<file path="src/rtl/raid_pkg.sv">
// raid_pkg: shared types and constants for the RAID SD read path
package raid_pkg;
  typedef enum logic [1:0] {IDLE, COLLECT, OUTPUT} state_t;
  typedef logic [1:0] disk_id_t;
  localparam disk_id_t DISK_NONE = 2'd3;
  localparam int WORD_W = 32;
  function automatic disk_id_t nxt(disk_id_t d);
    return d == 2'd2 ? 2'd0 : d + 2'd1;
  endfunction
endpackage

</file>
<file path="src/rtl/sd_lane_hold.sv">
// sd_lane_hold: one-word capture register with held flag and ready generation
module sd_lane_hold
  import raid_pkg::*;
(
  input  logic              clk,
  input  logic              n_rst,
  input  logic              en,
  input  logic              blk,
  input  logic              clr,
  input  logic              valid,
  input  logic [WORD_W-1:0] data,
  output logic              ready,
  output logic              held,
  output logic [WORD_W-1:0] q
);
  assign ready = en & ~held & ~blk;
  always_ff @(posedge clk) begin
    if (!n_rst) begin
      held <= 1'b0;
      q <= '0;
    end else if (clr) begin
      held <= 1'b0;
    end else if (valid & ready) begin
      held <= 1'b1;
      q <= data;
    end
  end
endmodule

</file>
<file path="src/rtl/sd_data_out_rebuild.sv">
// sd_data_out_rebuild: gathers one word per SD lane, routes/rebuilds the SRAM1/SRAM2 pair
module sd_data_out_rebuild
  import raid_pkg::*;
#(
  parameter int WORDS = 128,
  parameter int CNT_W = 7
) (
  input  logic              clk,
  input  logic              n_rst,
  input  logic              start,
  input  logic [1:0]        sram1sd,
  input  logic [1:0]        sram2sd,
  input  logic              fail_en,
  input  logic [1:0]        fail_id,
  input  logic [WORD_W-1:0] sd_data0,
  input  logic [WORD_W-1:0] sd_data1,
  input  logic [WORD_W-1:0] sd_data2,
  input  logic [2:0]        sd_valid,
  output logic [2:0]        sd_ready,
  output logic [WORD_W-1:0] sram1_data,
  output logic [WORD_W-1:0] sram2_data,
  output logic              out_valid,
  input  logic              out_ready,
  output logic              parity_err,
  output logic              cfg_err,
  output logic              busy,
  output logic              done
);
  state_t state, state_n;
  disk_id_t s1_q, s2_q, fid_q, par;
  logic fen_q;
  logic [CNT_W-1:0] cnt;
  logic [WORD_W-1:0] lane [3];
  logic [WORD_W-1:0] data_in [3];
  logic [WORD_W-1:0] w1, w2;
  logic [2:0] held, blk;
  logic coll, accept, last, all_held, start_bad, start_ok, perr_now;
  assign data_in[0] = sd_data0;
  assign data_in[1] = sd_data1;
  assign data_in[2] = sd_data2;
  assign coll = state == COLLECT;
  assign accept = state == OUTPUT & out_ready;
  assign last = cnt == CNT_W'(WORDS - 1);
  assign blk = fen_q ? 3'(3'b001 << fid_q) : 3'b000;
  assign all_held = &(held | blk);
  assign start_bad = sram1sd == sram2sd | sram1sd == DISK_NONE | sram2sd == DISK_NONE
                   | fail_en & fail_id == DISK_NONE;
  assign start_ok = state == IDLE & start & ~start_bad;
  assign busy = state != IDLE;
  for (genvar g = 0; g < 3; g++) begin : g_lane
    sd_lane_hold u_hold (
      .clk(clk), .n_rst(n_rst), .en(coll), .blk(blk[g]), .clr(accept),
      .valid(sd_valid[g]), .data(data_in[g]),
      .ready(sd_ready[g]), .held(held[g]), .q(lane[g])
    );
  end
  // a lost data disk is rebuilt from the two lanes that survive it
  assign par = 2'd3 - s1_q - s2_q;
  assign w1 = fen_q && fid_q == s1_q ? lane[nxt(s1_q)] ^ lane[nxt(nxt(s1_q))] : lane[s1_q];
  assign w2 = fen_q && fid_q == s2_q ? lane[nxt(s2_q)] ^ lane[nxt(nxt(s2_q))] : lane[s2_q];
  assign perr_now = ~fen_q & ((lane[s1_q] ^ lane[s2_q]) != lane[par]);
  always_comb begin
    state_n = state == IDLE    ? (start_ok ? COLLECT : IDLE)
            : state == COLLECT ? (all_held ? OUTPUT : COLLECT)
            : accept ? (last ? IDLE : COLLECT) : OUTPUT;
  end
  always_ff @(posedge clk) begin
    if (!n_rst) state <= IDLE;
    else state <= state_n;
  end
  always_ff @(posedge clk) begin
    if (!n_rst) begin
      s1_q <= '0;
      s2_q <= '0;
      fid_q <= '0;
      fen_q <= 1'b0;
      cnt <= '0;
      sram1_data <= '0;
      sram2_data <= '0;
      out_valid <= 1'b0;
      parity_err <= 1'b0;
      cfg_err <= 1'b0;
      done <= 1'b0;
    end else begin
      cfg_err <= state == IDLE & start & start_bad;
      done <= accept & last;
      if (start_ok) begin
        s1_q <= sram1sd;
        s2_q <= sram2sd;
        fen_q <= fail_en;
        fid_q <= fail_en ? fail_id : 2'd0;
        parity_err <= 1'b0;
      end
      if (coll & all_held) begin
        sram1_data <= w1;
        sram2_data <= w2;
        out_valid <= 1'b1;
        if (perr_now) parity_err <= 1'b1;
      end
      if (accept) begin
        out_valid <= 1'b0;
        cnt <= last ? '0 : cnt + 1'b1;
      end
    end
  end
endmodule

</file>
<file path="config.mk">
export PLATFORM = sky130hd
export DESIGN_NAME = sd_data_out_rebuild
export DESIGN_NICKNAME = d
export VERILOG_FILES = /design/src/rtl/raid_pkg.sv /design/src/rtl/sd_lane_hold.sv /design/src/rtl/sd_data_out_rebuild.sv
export SDC_FILE = /design/constraint.sdc
export NUM_CORES = 1
export LEC_CHECK = 0
export BUFFER_PORTS_ARGS = -buffer_cell sky130_fd_sc_hd__buf_2
export CORE_UTILIZATION = 35
export CTS_CLUSTER_SIZE = 28
export DETAILED_ROUTE_END_ITERATION = 6
export HOLD_SLACK_MARGIN = 0.1
export PLACE_DENSITY_LB_ADDON = 0.2
export SYNTH_ARGS = -nofsm -noshare
export SYNTH_HDL_FRONTEND = slang
export SYNTH_SLANG_ARGS = --single-unit
</file>
<file path="constraint.sdc">
create_clock -name clk -period 4.45 [get_ports clk]
set_input_delay 0.89 -clock clk [delete_from_list [all_inputs] [get_ports clk]]
set_output_delay 0.89 -clock clk [all_outputs]
set_load 0.03 [all_outputs]
</file>
==> After elaboration in Yosys (flattened, before gate mapping) <==
Cells that the tools add are included.
{ "classes": {"muxes": 39, "addsub": 7, "n_eq_ne": 14, "n_lt_le_gt_ge": 7, "n_shift": 1, "reduce_logical": 9, "n_bitwise": 41} }
{ "op_table": {"columns": ["cell", "count"], "rows": [
  ["32-bit 2-to-1 mux", 16],
  ["32-bit binary-select mux with 2-bit select", 7],
  ["32-bit XOR", 3],
  ["32-bit != test", 1],
  ["3-bit greater-or-equal comparator (second input constant)", 7],
  ["2-bit inverter with 3-bit output", 7],
  ["2-bit 2-to-1 mux", 9],
  ["1-bit bitwise AND", 17],
  ["2-bit equality test (second input constant)", 8],
  ["1-bit inverter", 10],
  ["2-bit by 1-bit adder with 2-bit output (second input constant)", 4],
  ["7-bit by 1-bit adder with 7-bit output (second input constant)", 1],
  ["7-bit equality test (second input constant)", 1],
  ["7-bit 2-to-1 mux", 1],
  ["2-bit equality test", 3],
  ["2-bit AND reduction", 3],
  ["1-bit 2-to-1 mux", 5],
  ["3-bit 2-to-1 mux", 1],
  ["1-bit bitwise OR", 3],
  ["3-bit bitwise OR", 1],
  ["3-bit AND reduction", 1],
  ["1-bit by 2-bit left shift with 3-bit output (first input constant)", 1],
  ["2-bit by 1-bit equality test with 1-bit output (second input constant)", 1],
  ["1-bit logical AND", 2],
  ["other kinds (5)", 5]
]} }
{ "totals": {"word_cells": 136, "regBits": 183, "inputBits": 110, "out_inout_bits": 72} }

==> Logic depth before layout (Yosys ltp) <==
Gate-level depths: netlist of the first run.
{ "logic_depth": {"depth_word": 10, "ltp_mapped": 11, "mapped_depth_nobuf": 9} }

==> Cells and area by module <==
From an unflattened synthesis of the first run, not the netlist that was laid out.
{ "hier_totals": {"hier_cells": 1557, "hier_area_um2": 12391.9} }
{ "by_module_without_submodules": {"columns": ["module", "seq_area_each_um2", "instances", "cells_per_inst", "area_per_inst_um2"], "rows": [
  ["sd_data_out_rebuild", 1681.6, 1, 1125, 8311.7],
  ["sd_lane_hold", 660.6, 3, 144, 1360.1]
]} }

==> Worst setup path before layout of the first run <==
OpenSTA, ideal clock, no wires.
{ "synth_timing": {"path_type": "reg-to-reg", "startpoint": "register s2_q[0]", "endpoint": "register parity_err", "slack_ns": 1.982, "setup_time_ns": 0.129, "path_stages_with_launch": 11, "synth_period_minus_slack_ns": 2.468, "t_required_ns": 4.321, "path_buffers": 3, "t_arrival_ns": 2.339, "path_cell_list": "dfxtp_1 ha_1 buf_2 clkbuf_1 clkbuf_1 a22oi_1 xnor2_1 nor4_1 nand2_1 nor4_1 o41ai_1"} }
{ "synth_between": {"elab_chain_cells": 9, "elab_cells_between_ends": 14, "cone_classes": "add/sub: 1; eq/ne: 1; mux: 8; bitwise: 4"} }
{ "synth_lines": {"columns": ["element", "line_no", "source"], "rows": [
  ["start, declared", "sd_data_out_rebuild.sv:30", "disk_id_t s1_q, s2_q, fid_q, par;"],
  ["start signal, assigned", "sd_data_out_rebuild.sv:89", "s2_q <= sram2sd;"],
  ["2-bit subtractor or 2-bit inverter with 3-bit output (tied branches)", "sd_data_out_rebuild.sv:58, sd_data_out_rebuild.sv:61", null],
  ["2-bit inverter with 3-bit output (not written as such) or 32-bit binary-select mux with 2-bit select (tied branches)", "sd_data_out_rebuild.sv:61", "assign perr_now = ~fen_q & ((lane[s1_q] ^ lane[s2_q]) != lane[par]);"],
  ["32-bit binary-select mux with 2-bit select or 32-bit 2-to-1 mux (tied branches)", "sd_data_out_rebuild.sv:61", null],
  ["32-bit 2-to-1 mux (not written as such)", "sd_data_out_rebuild.sv:61", null],
  ["32-bit 2-to-1 mux (not written as such) or 32-bit XOR (tied branches)", "sd_data_out_rebuild.sv:61", null],
  ["32-bit != test *", "sd_data_out_rebuild.sv:61", null],
  ["1-bit bitwise AND *", "sd_data_out_rebuild.sv:61", null],
  ["1-bit 2-to-1 mux *", "sd_data_out_rebuild.sv:98", "if (perr_now) parity_err <= 1'b1;"],
  ["1-bit 2-to-1 mux *", "sd_data_out_rebuild.sv:94", "if (coll & all_held) begin"],
  ["end signal, assigned", "sd_data_out_rebuild.sv:81", "parity_err <= 1'b0;"],
  ["end signal, assigned", "sd_data_out_rebuild.sv:92", "parity_err <= 1'b0;"],
  ["end signal, assigned", "sd_data_out_rebuild.sv:98", null],
  ["end, declared", "sd_data_out_rebuild.sv:24", "output logic parity_err,"]
]} }
Every way passes the cells marked *; elsewhere a longest branch is shown, timed or not. The select of a mux whose other input is x is not followed.
A chain may end at the register's enable or synchronous reset.

==> Final worst setup path of the first run <==
{ "layout_timing": {"startpoint": "register s1_q[0]", "endpoint": "register sram1_data[29]"} }
{ "layout_between": {"elab_chain_cells": 10, "elab_cells_between_ends": 22, "cone_classes": "add/sub: 2; eq/ne: 3; mux: 12; bitwise: 4; reduce/logical: 1"} }
{ "layout_lines": {"columns": ["element", "line_no", "source"], "rows": [
  ["start, declared", "sd_data_out_rebuild.sv:30", null],
  ["start signal, assigned", "sd_data_out_rebuild.sv:88", "s1_q <= sram1sd;"],
  ["2-bit by 1-bit adder with 2-bit output or 2-bit equality test (tied branches)", "raid_pkg.sv:8", "return d == 2'd2 ? 2'd0 : d + 2'd1;"],
  ["2-bit 2-to-1 mux", "raid_pkg.sv:8", null],
  ["2-bit by 1-bit adder with 2-bit output or 2-bit equality test (tied branches)", "raid_pkg.sv:8", null],
  ["2-bit 2-to-1 mux", "raid_pkg.sv:8", null],
  ["2-bit inverter with 3-bit output (not written as such)", "sd_data_out_rebuild.sv:59", "assign w1 = fen_q && fid_q == s1_q ? lane[nxt(s1_q)] ^ lane[nxt(nxt(s1_q))] : lane[s1_q];"],
  ["32-bit binary-select mux with 2-bit select", "sd_data_out_rebuild.sv:59", null],
  ["32-bit 2-to-1 mux (not written as such) (2 in a row)", "sd_data_out_rebuild.sv:59", null],
  ["32-bit XOR", "sd_data_out_rebuild.sv:59", null],
  ["32-bit 2-to-1 mux *", "sd_data_out_rebuild.sv:59", null],
  ["end signal, assigned", "sd_data_out_rebuild.sv:95", "sram1_data <= w1;"],
  ["end, declared", "sd_data_out_rebuild.sv:20", "output logic [WORD_W-1:0] sram1_data,"]
]} }
Marks and branches as above.

==> results of run 1 <==
-- area by class of cell --
class                           count  area (um^2)  area share, %
Clock buffer                       18          439           3.18
Clock inverter                     14          188           1.36
Inverter                            8         32.5          0.236
Multi-Input combinational cell   1264         7770           56.3
Sequential cell                   183         3680           26.6
Tap cell                          455          569           4.12
Timing Repair Buffer              207         1130           8.16
-- layer usage --
layer / vias up / wire length, um
li1: 5737 / -
met1: 5489 / 18700
met2: 297 / 18600
met3: 46 / 1840
met4: 0 / 792
met5: - / 0
-- cell usage after synthesis, drive strengths merged --
cell and count:
nand2 319, dfxtp 183, clkbuf 149, a21oi 148
mux2i 118, o21ai 116, nor2 115, xor2 83
xnor2 77, o211ai 63, buf 53, a211oi 49
o2bb2ai 36, nand3 29, mux2 16, a22oi 15
nand2b 10, inv 7, nor4 7, nor3 6
a2bb2oi 5, nor2b 5, o22ai 5, nand3b 4
o2111ai 4, o21a 4, and2 3, and3 3
nand4 3, nor3b 3, a221oi 2, ha 2
or2 2, or3 2, xnor3 2, a311oi 1
a31oi 1, a32o 1, a32oi 1, and4 1
clkinv 1, o221ai 1, o41ai 1, or4 1
-- critical path, stage by stage, from the launching register on --
cell and delay, ps:
dfxtp_4 600, buf_4 640, xnor2_1 230, nand3_2 510, or3_1 510, a21oi_1 150, a21oi_1 60, o2111ai_1 200
a21oi_1 90
-- worst paths after layout --
path | cells after the start | start | to
setup reg to reg | 8 | s1_q[0] | sram1_data[29]
setup / recovery | 8 | s1_q[0] | sram1_data[29]
hold / removal | 2 | sram2_data[20] | sram2_data[20]
hold reg to reg | 2 | sram2_data[20] | sram2_data[20]
-- report_power, final --
group	internal, uW	switching [uW]	total [uW]
clock network	917	741	1660
registers	1670	79.5	1750
logic	233	367	600
total	2820	1190	4010
-- cell families after synthesis --
kind of cell    synth area share (%)
simple gates                    17.1
compound gates                  23.0
buf+inv                         6.75
flops                           29.9
xor+xnor                        11.8
mux                             11.1
fa+ha+maj                      0.204
-- sequential cells by signal, summed over array words and instances (netlist names) --
name / flops
g_lane.u_hold.q: 96
fid_q: 2
s2_q: 2
cnt: 7
parity_err: 1
cfg_err: 1
g_lane.u_hold.held: 3
sram2_data: 32
done: 1
state: 2
fen_q: 1
sram1_data: 32
s1_q: 2
out_valid: 1
-- through the flow --
step	cell area [um^2]	setup slack, ps
floorplan	12200	1980
global placement	13200	1370
detailed placement	13200	1260
CTS	13800	1250
global route	13800	1010
finish	13800	1210
==> results.md, run 1 <==
- Status: finished, final reports clean
- NumNets Final: approximately 1800
- H-tree levels: 4
- Initial Utilization: a little over a third
- Die Y: approximately 190 um
- CP arrival: about 3600 ps
- Core area: approximately 0.034 mm^2
- Busiest layer in global routing: met2
- Clock Skew: 10.8 ps
- Worst Tran Pin Value: 867 ps
- Tmin final: 3240 ps
- Post-Syn Area: ~0.012 mm^2
- RSZ-0062 raised after global routing: false
- Crit Path Max Fanout: 64
- Final Util: approximately two fifths
- Yosys warns: 0
- M2 GR Usage: a little under two fifths
- Crit share post-route: 72.9%
- PortBufs: around 180
- Dpl hpwl: ~27 mm
- Yosys reg bits: 183
- Hold Path Class: reg2reg
- Max_cap viols: 0
- Layout area overhead: 12.8%
- Total gr overflow: 0
- DRT Wirelength: approximately 40 mm
- DR WL/cell: around 19 um
- Placed Instances: approximately 2100
- TritonRoute pass-1 iters: 5
- Filler cell count: approximately 3700
- Critical path class: reg2reg
- Clk sink count: 183
- Layout cells sized above 1: about 16%
- Initial antenna violation count: 0
- Die X: about 190 um
- Post-synth top area share: between 20% and 30%
- Setup_tns: 0 ps
- Required time of the critical path: 4780 ps
- Fin. max-slew vios: 0
- Crit path launch type: register
- GR Util All Layers: 22.5%
- DR iter-0 viols: approximately 940
- Worst-path clk slew: 70 ps
- Cells after synthesis: roughly 1700
- Residual DRC: 0
- Global placer's final weighted congestion: about 0.85
- Boundary pin count: roughly 180
- Leakage Power: 0.00486 uW
- Die Area: 0.0357 mm^2
- Global-route met3 utilization: ~3.7%
- Latest clock arrival within the worst-skew pair: between 400 and 500 ps
- Non-Filler Instances: between 2000 and 2500
- CTS tree: yes
- CTS Buf Count: 17
- Vias in the first global route: 11206
- Vias/cell: 5.38
- Peak VDD IR: between 200 and 300 uV
- Cell taking the most area after synthesis: dfxtp_1
- Largest net degree at the start of global routing: 83
- Vias post-DR: approximately 12000
- Most frequent cells in the layout: nand2_1 (318), buf_2 (181), dfxtp_1 (179)
- First-pass GRT wire length: 63.3 mm
- Mapped Nets: about 1800
- Worst reg2reg setup slack: around 1200 ps
- F_max: between 0.3 and 0.4 GHz
- CP endpoint kind: register
- Power Dens Cells: 290 mW/mm^2
- Average size of a mapped cell: 7.38 um^2
- Commonest non-fill, non-tap cell in the layout: nand2_1
- Hold Slack: 453 ps
- Cts hold-fix bufs: 0
- Rel. slew slack: roughly 42%
- Met1 Use GR: roughly 30%
- Count of different cell masters after synthesis: 50
- Sequential element share of the synthesized area: 29.9%
- Row cnt: 68
- Tot Pwr: around 4000 uW
- ANT cells: 0
- Count of final hold-check violations: 0
- Clock Tree Buf Depth: 2
- Clock root buffer: clkbuf_16
- Post-CTS setup buffer count: 0
- Area contributors post-synth: dfxtp_1 (30%), nand2_1 (9.8%), mux2i_1 (9.7%)
- Residual antenna-violating net count after detailed routing: 0
- # resized after CTS: 0
- # setup viols final: 0
Power figures use the tool's default switching activity.
==> inputs of run 2 (changes only) <==
clock period = 2.7 ns   (was 4.45 ns; I/O delays follow)
==> results.md, run 2 (synthesis gave the netlist of run 1 again) <==
- Rel. slew slack: 65.6% (+23 points)
- Residual antenna-violating net count after detailed routing: 0 (unchanged)
- Initial antenna violation count: 0 (unchanged)
- Boundary pin count: 182 (unchanged)
- CTS tree: yes
- Flop pwr share: 44.1% (+0.5 points)
- Global-route met3 utilization: 3.93% (+0.28 points)
- CTS Buf Count: 17 (unchanged)
- Status: finished, final reports clean
- Hold Path Class: in2reg
- Worst reg2reg startpoint: s2_q[0]
- Crit share post-route: 95.8% (+23 points)
- Total gr overflow: 0 (unchanged)
- DR iter-0 viols: 764 (-19%)
- Internal power: 4590 uW (+63%)
- PnR worst setup slack: 112 ps (-1090 ps)
- Crit path to: parity_err
- WP buf/inv: 1 (unchanged)
- Max_cap viols: 0 (unchanged)
- Tmin final: 2590 ps (-656 ps)
- Clk sink count: 183 (unchanged)
- Residual DRC: 0 (unchanged)
- Required time of the critical path: 3030 ps (-1750 ps)
- Clock Skew: 9.62 ps (-1.22 ps)
- DRT Wirelength: 39.6 mm (-0.73%)
- Cts hold-fix bufs: 0 (unchanged)
- Busiest layer in global routing: met2
- First-pass GRT wire length: 62.6 mm (-1.1%)
- Critical path class: reg2reg
- DP Worst Slack: -33.7 ps (-1290 ps)
- CP endpoint kind: register
- F_max: 0.386 GHz (+25%)
- Sw frac: 29.1% (-0.52 points)
- Largest stage delay, worst path: 370 ps (-270 ps)
- Top delay family on crit path: simple AND/OR/NAND/NOR gates
- Crit path launch type: register
- Vias post-DR: 11627 (+0.50%)
- Slowest library cell on the worst path: dfxtp_4
- Commonest non-fill, non-tap cell in the layout: nand2_1
- Registers with the most flip-flops: g_lane.u_hold.q: 96 flops, sram1_data: 32 flops, sram2_data: 32 flops
- Hold_sp: sd_data0[24]
- Comb pwr share: 16.6% (+1.6 points)
- Core area: 0.0345 mm^2 (unchanged)
- Row cnt: 68 (unchanged)
- Clock Tree Buf Depth: 2 (unchanged)
- Layout cells sized above 1: 17.2% (+1.4 points)
- Dpl hpwl: 27.7 mm (+0.85%)
- Die Y: 189 um (unchanged)
- Global placer's final weighted congestion: 0.830 (-2.9%)
- Non-Filler Instances: 2177 (+1.3%)
- Share of power burned in the clock network: 39.3% (-2.1 points)
- Fin. max-slew vios: 0 (unchanged)
- Switching pwr: 1890 uW (+59%)
- Initial Utilization: 35.5% (unchanged)
- CP Launch Point: s2_q[0]
- Power Dens Cells: 457 mW/mm^2 (+58%)
- Count of final hold-check violations: 0 (unchanged)
- # setup viols final: 0 (unchanged)
- Placed Instances: 2147 (+1.4%)
- DR WL/cell: 18.2 um (-2.0%)
- Most frequent cells in the layout: nand2_1 (319), buf_2 (181), dfxtp_1 (179)
- ANT cells: 0 (unchanged)
- RSZ-0062 raised after global routing: true
- Worst-path cell chain: ha_2 > buf_4 > mux2i_1 > mux2i_1 > xor2_1 > xnor2_1 > nor4_2 > nand4_1 > nor4_2 > o41ai_1
- H-tree levels: 4 (unchanged)
- Worst-path clk slew: 80 ps (about the same)
- Largest net degree at the start of global routing: 72 (-13%)
- Vias in the first global route: 10869 (-3.0%)
- Crit Path Max Fanout: 10 (-84%)
- GR Util All Layers: 22.3% (-0.26 points)
- Setup_tns: 0 ps (unchanged)
- NumNets Final: 1823 (+1.7%)
- Clock root buffer: clkbuf_16
- Levels on crit path: 10 (+2)
- Worst reg2reg setup slack: 110 ps (-1090 ps)
- Worst Tran Pin Value: 516 ps (-351 ps)
- Peak VDD IR: 480 uV (+71%)
- PortBufs: 181 (unchanged)
- R2r endpoint: parity_err
- Layout area overhead: 15.8%
- Die X: 189 um (unchanged)
- Latest clock arrival within the worst-skew pair: 450 ps (about the same)
- Vias/cell: 5.34 (-0.79%)
- CP arrival: 2920 ps (-650 ps)
- Die Area: 0.0357 mm^2 (unchanged)
- Reg2Reg Depth: 10 (+2)
- Reg with most FFs: g_lane.u_hold.q
- TritonRoute pass-1 iters: 5 (unchanged)
- Met1 Use GR: 30.3% (+0.073 points)
- Max FFs per register: 96 (unchanged)
- Leakage Power: 0.00503 uW (+3.4%)
- M2 GR Usage: 35.9% (-1.0 points)
[run 2: cell count changes in the layout (fill, tap and decap cells not counted), moves of 2 or more]
cell,before,now
inv_6,4,2
buf_4,24,41
clkinvlp_4,0,5
clkinv_4,4,0
buf_12,2,14
nor4_1,7,4
nor4_2,0,3
inv_8,2,0
[run 2: tightest hold or removal path, stage by stage]
cell and delay (ps):
buf_2 100, nand2_1 40, a21oi_1 50
[run 2: power by group through the flow]
stage	Clock, uW	Combinational [uW]	Sequential (uW)
6_report	2550	1080	2860
3_5_place_dp	0	1070	2920
2_1_floorplan	0	778	2850
4_1_cts	2630	1070	2860
3_3_place_gp	0	1050	2920
5_1_grt	2750	1180	2870
[run 2: layout make-up]
type,count,area (um^2)
sequential,183,3680
timing repair buffer,237,1520
tap,455,569
fill,3605,20300
inverter,8,32.5
multi-input combinational,1264,7790
clock inverter,10,121
clock buffer,20,457
[run 2: per-layer routing]
metal	vias to the layer above	wire length, um
met5	-	0
met4	0	657
met3	30	1710
met2	273	18400
met1	5525	18900
li1	5799	-
[run 2: stage by stage]
| stage | total power (uW) | area (um^2) | utilization, % | hold slack (ps) |
|---|---|---|---|---|
| detailed placement | 3980 | 13600 | 39.4 | 443 |
| global route | 6790 | 14200 | 41.1 | 305 |
| CTS | 6560 | 14100 | 41.1 | 299 |
| global placement | 3970 | 13600 | 39.4 | 442 |
| floorplan | 3630 | 12200 | - | 449 |
| finish | 6480 | 14200 | 41.1 | 324 |
[run 2: worst min-delay path by stage]
stage / to / slack (ps) / cells after the start
final: g_lane[0].u_hold.q[24] / 320 / 3
after global routing: g_lane[0].u_hold.q[24] / 300 / 3
after CTS: g_lane[0].u_hold.q[11] / 300 / 3
after detailed placement: sram2_data[30] / 440 / 2
after global placement: sram1_data[29] / 440 / 2
after floorplan: cnt[1] / 450 / 2
[run 2: repair_timing]
item	CTS	global route
endpoints found under the setup margin	1	3
gates resized for setup	1	4
setup buffers	0	0
pin swaps	0	1
==> inputs of run 3 (changes only) <==
CORE_MARGIN = 2   (was default)
SYNTH_HIERARCHICAL = 1   (was default)
==> results.md, run 3 <==
- Leakage Power: 0.00503 uW (about the same)
- Clock Skew: 16.7 ps (+7.04 ps)
- Worst Tran Pin Value: 668 ps (+152 ps)
- Power Dens Cells: 448 mW/mm^2 (-2.1%)
- Max_cap viols: 0 (unchanged)
- Switching pwr: 1930 uW (+2.1%)
- PortBufs: 181 (unchanged)
- Critical path class: reg2reg
- Setup_tns: 0 ps (unchanged)
- Crit Path Max Fanout: 33 (+23)
- GR Util All Layers: 20.6% (-1.6 points)
- Share of power burned in the clock network: 38.2% (-1.1 points)
- Initial antenna violation count: 0 (unchanged)
- DR WL/cell: 17.8 um (-2.0%)
- Commonest non-fill, non-tap cell in the layout: nand2_1
- Fin. max-slew vios: 0 (unchanged)
- Dpl hpwl: 26.7 mm (-3.7%)
- CTS tree: yes
- # resized after CTS: 0 (-1)
- Required time of the critical path: 3020 ps (about the same)
- F_max: 0.391 GHz (+1.3%)
- Max FFs per register: 96 (unchanged)
- Yosys warns: 6 (+6)
- Total gr overflow: 0 (unchanged)
- Top delay family on crit path: simple AND/OR/NAND/NOR gates
- Boundary pin count: 182 (unchanged)
- Global placer's final weighted congestion: 0.815 (-1.8%)
- Die X: 192 um (+1.7%)
- Layout area overhead: 14.8%
- Registers with the most flip-flops: g_lane.u_hold/q: 96 flops, sram1_data: 32 flops, sram2_data: 32 flops
- Crit path launch type: register
- H-tree levels: 4 (unchanged)
- Clk sink count: 183 (unchanged)
- Initial Utilization: 35.7% (+0.19 points)
- Reg with most FFs: g_lane.u_hold/q
- Post-synth top area share: 29.6% (-0.38 points)
- Top-count cell post-synth: nand2_1
- RSZ-0062 raised after global routing: false
- Tot Pwr: 6370 uW (-1.7%)
- Hold Path Class: in2reg
- Commonest cells in the netlist: nand2_1 (396), mux2i_1 (201), dfxtp_1 (183)
- Rel. slew slack: 55.5% (-10 points)
- Asr flop ratio synth: 0% (unchanged)
- Post-CTS setup buffer count: 0 (unchanged)
- Sw frac: 30.3% (+1.1 points)
- Final Util: 41.0% (-0.17 points)
- Vias in the first global route: 10658 (-1.9%)
- CTS Buf Count: 17 (unchanged)
- Core area: 0.0347 mm^2 (+0.74%)
- NumNets Final: 1770 (-2.9%)
- Top FF cell, synth: dfxtp_1
- CP arrival: 2880 ps (-40 ps)
- Sequential element share of the synthesized area: 29.6% (-0.38 points)
- Clock Tree Buf Depth: 2 (unchanged)
- Residual DRC: 0 (unchanged)
- Clock root buffer: clkbuf_16
- WP buf/inv: 1 (unchanged)
- EDFF count, synth: 0 (unchanged)
- Cts hold-fix bufs: 0 (unchanged)
- Peak VDD IR: 456 uV (-4.9%)
- Post-Syn Area: 0.0124 mm^2 (+1.3%)
- Residual antenna-violating net count after detailed routing: 0 (unchanged)
- Area contributors post-synth: dfxtp_1 (30%), mux2i_1 (16%), nand2_1 (12%)
- First-pass GRT wire length: 59.4 mm (-5.2%)
- Worst-path clk slew: 80 ps (about the same)
- Largest stage delay, worst path: 540 ps (+170 ps)
- Latest clock arrival within the worst-skew pair: 450 ps (about the same)
- Die Area: 0.0369 mm^2 (+3.4%)
- Crit share post-route: 94.6% (-1.2 points)
- Largest net degree at the start of global routing: 75 (+4.2%)
- Slowest library cell on the worst path: or4_1
- Cells after synthesis: 1557 (-6.0%)
- Yosys reg bits: 183 (unchanged)
- DR iter-0 viols: 824 (+7.9%)
- Count of final hold-check violations: 0 (unchanged)
- Tmin final: 2560 ps (-32.9 ps)
- Mapped Nets: 1669 (-5.7%)
- Count of different cell masters after synthesis: 39 (-22%)
- Fin area: 0.0142 mm^2 (+0.34%)
- TritonRoute pass-1 iters: 5 (unchanged)
- Row cnt: 68 (unchanged)
- DP Area: 0.0137 mm^2 (+0.79%)
- Comb pwr share: 16.8% (+0.2 points)
- Status: finished, final reports clean
- Vias post-DR: 11229 (-3.4%)
- DRT Wirelength: 37.9 mm (-4.3%)
- Filler cell count: 3630 (+0.69%)
- ANT cells: 0 (unchanged)
- Worst-path cell chain: buf_4 > mux2i_1 > o2bb2ai_1 > xor2_1 > xnor2_1 > or4_1 > nor4_2 > a31oi_1
- Average size of a mapped cell: 7.96 um^2 (+7.8%)
- Vias/cell: 5.28 (-1.1%)
- CP endpoint kind: register
- # setup viols final: 0 (unchanged)
- Internal power: 4440 uW (-3.3%)
- Hold Slack: 323 ps (-0.976 ps)
- Most frequent cells in the layout: nand2_1 (396), mux2i_1 (201), buf_2 (180)
- Layout cells sized above 1: 16.1% (-1.1 points)
- Cell taking the most area after synthesis: dfxtp_1
- Flop pwr share: 45.1% (+1.0 points)
- Die Y: 192 um (+1.7%)
[run 3: through the flow]
step / setup slack (ps) / instances
after global placement: 234 / 2094
after detailed placement: 168 / 2094
after CTS: 145 / 2126
after floorplan: 258 / 1557
final: 145 / 2126
after global routing: 8.54 / 2126
[run 3: kinds of logic (layout without fill, tap and decap cells)]
group / count (synthesis) / in the layout / share of synthesized area (%)
compound gates: 367 / 367 / 19.4
fa+ha+maj: 2 / 2 / 0.202
buf+inv: 141 / 255 / 5.97
simple gates: 494 / 494 / 16.5
mux: 201 / 201 / 16.2
xor+xnor: 169 / 169 / 12.1
flops: 183 / 183 / 29.6
[run 3: final timing paths]
path / start / to / slack (ps) / cells past startpoint
hold reg to reg: sram1_data[27] / sram1_data[27] / 450 / 2
setup / recovery: s2_q[0] / parity_err / 140 / 8
setup reg to reg: s2_q[0] / parity_err / 140 / 8
hold / removal: sd_data1[9] / g_lane[1].u_hold/q[9] / 320 / 3
[run 3: cell type report]
type	instances	area, um^2	share of cell area (%)
Timing Repair Buffer	217	1370	9.63
Multi-Input combinational cell	1233	8030	56.5
Sequential cell	183	3680	25.9
Tap cell	455	569	4.00
Clock buffer	21	460	3.24
Inverter	6	22.5	0.158
Clock inverter	11	91.3	0.642
[run 3: worst reg2reg max path: cells and delay by family (launching register included)]
family,cells,cell delay (ps)
DFF,1,390
buffers and inverters,1,380
AOI/OAI and AO/OA,2,270
xor gates and xnor gates,2,350
muxes,1,250
and+or+nand+nor,2,790
[run 3: layer usage]
| layer | GRT usage, % | routed length (um) |
|---|---|---|
| met1 | 27.0 | 17400 |
| met3 | 3.27 | 1530 |
| met4 | 5.43 | 681 |
| met2 | 35.1 | 18300 |
| met5 | 0 | 0 |
[run 3: power groups by stage]
stage                     Combinational, uW  Clock (uW)  Sequential (uW)
after detailed placement               1070           0             2930
after CTS                              1080        2510             2870
after floorplan                         781           0             2890
after global routing                   1180        2610             2880
final                                  1070        2430             2870
after global placement                 1060           0             2930
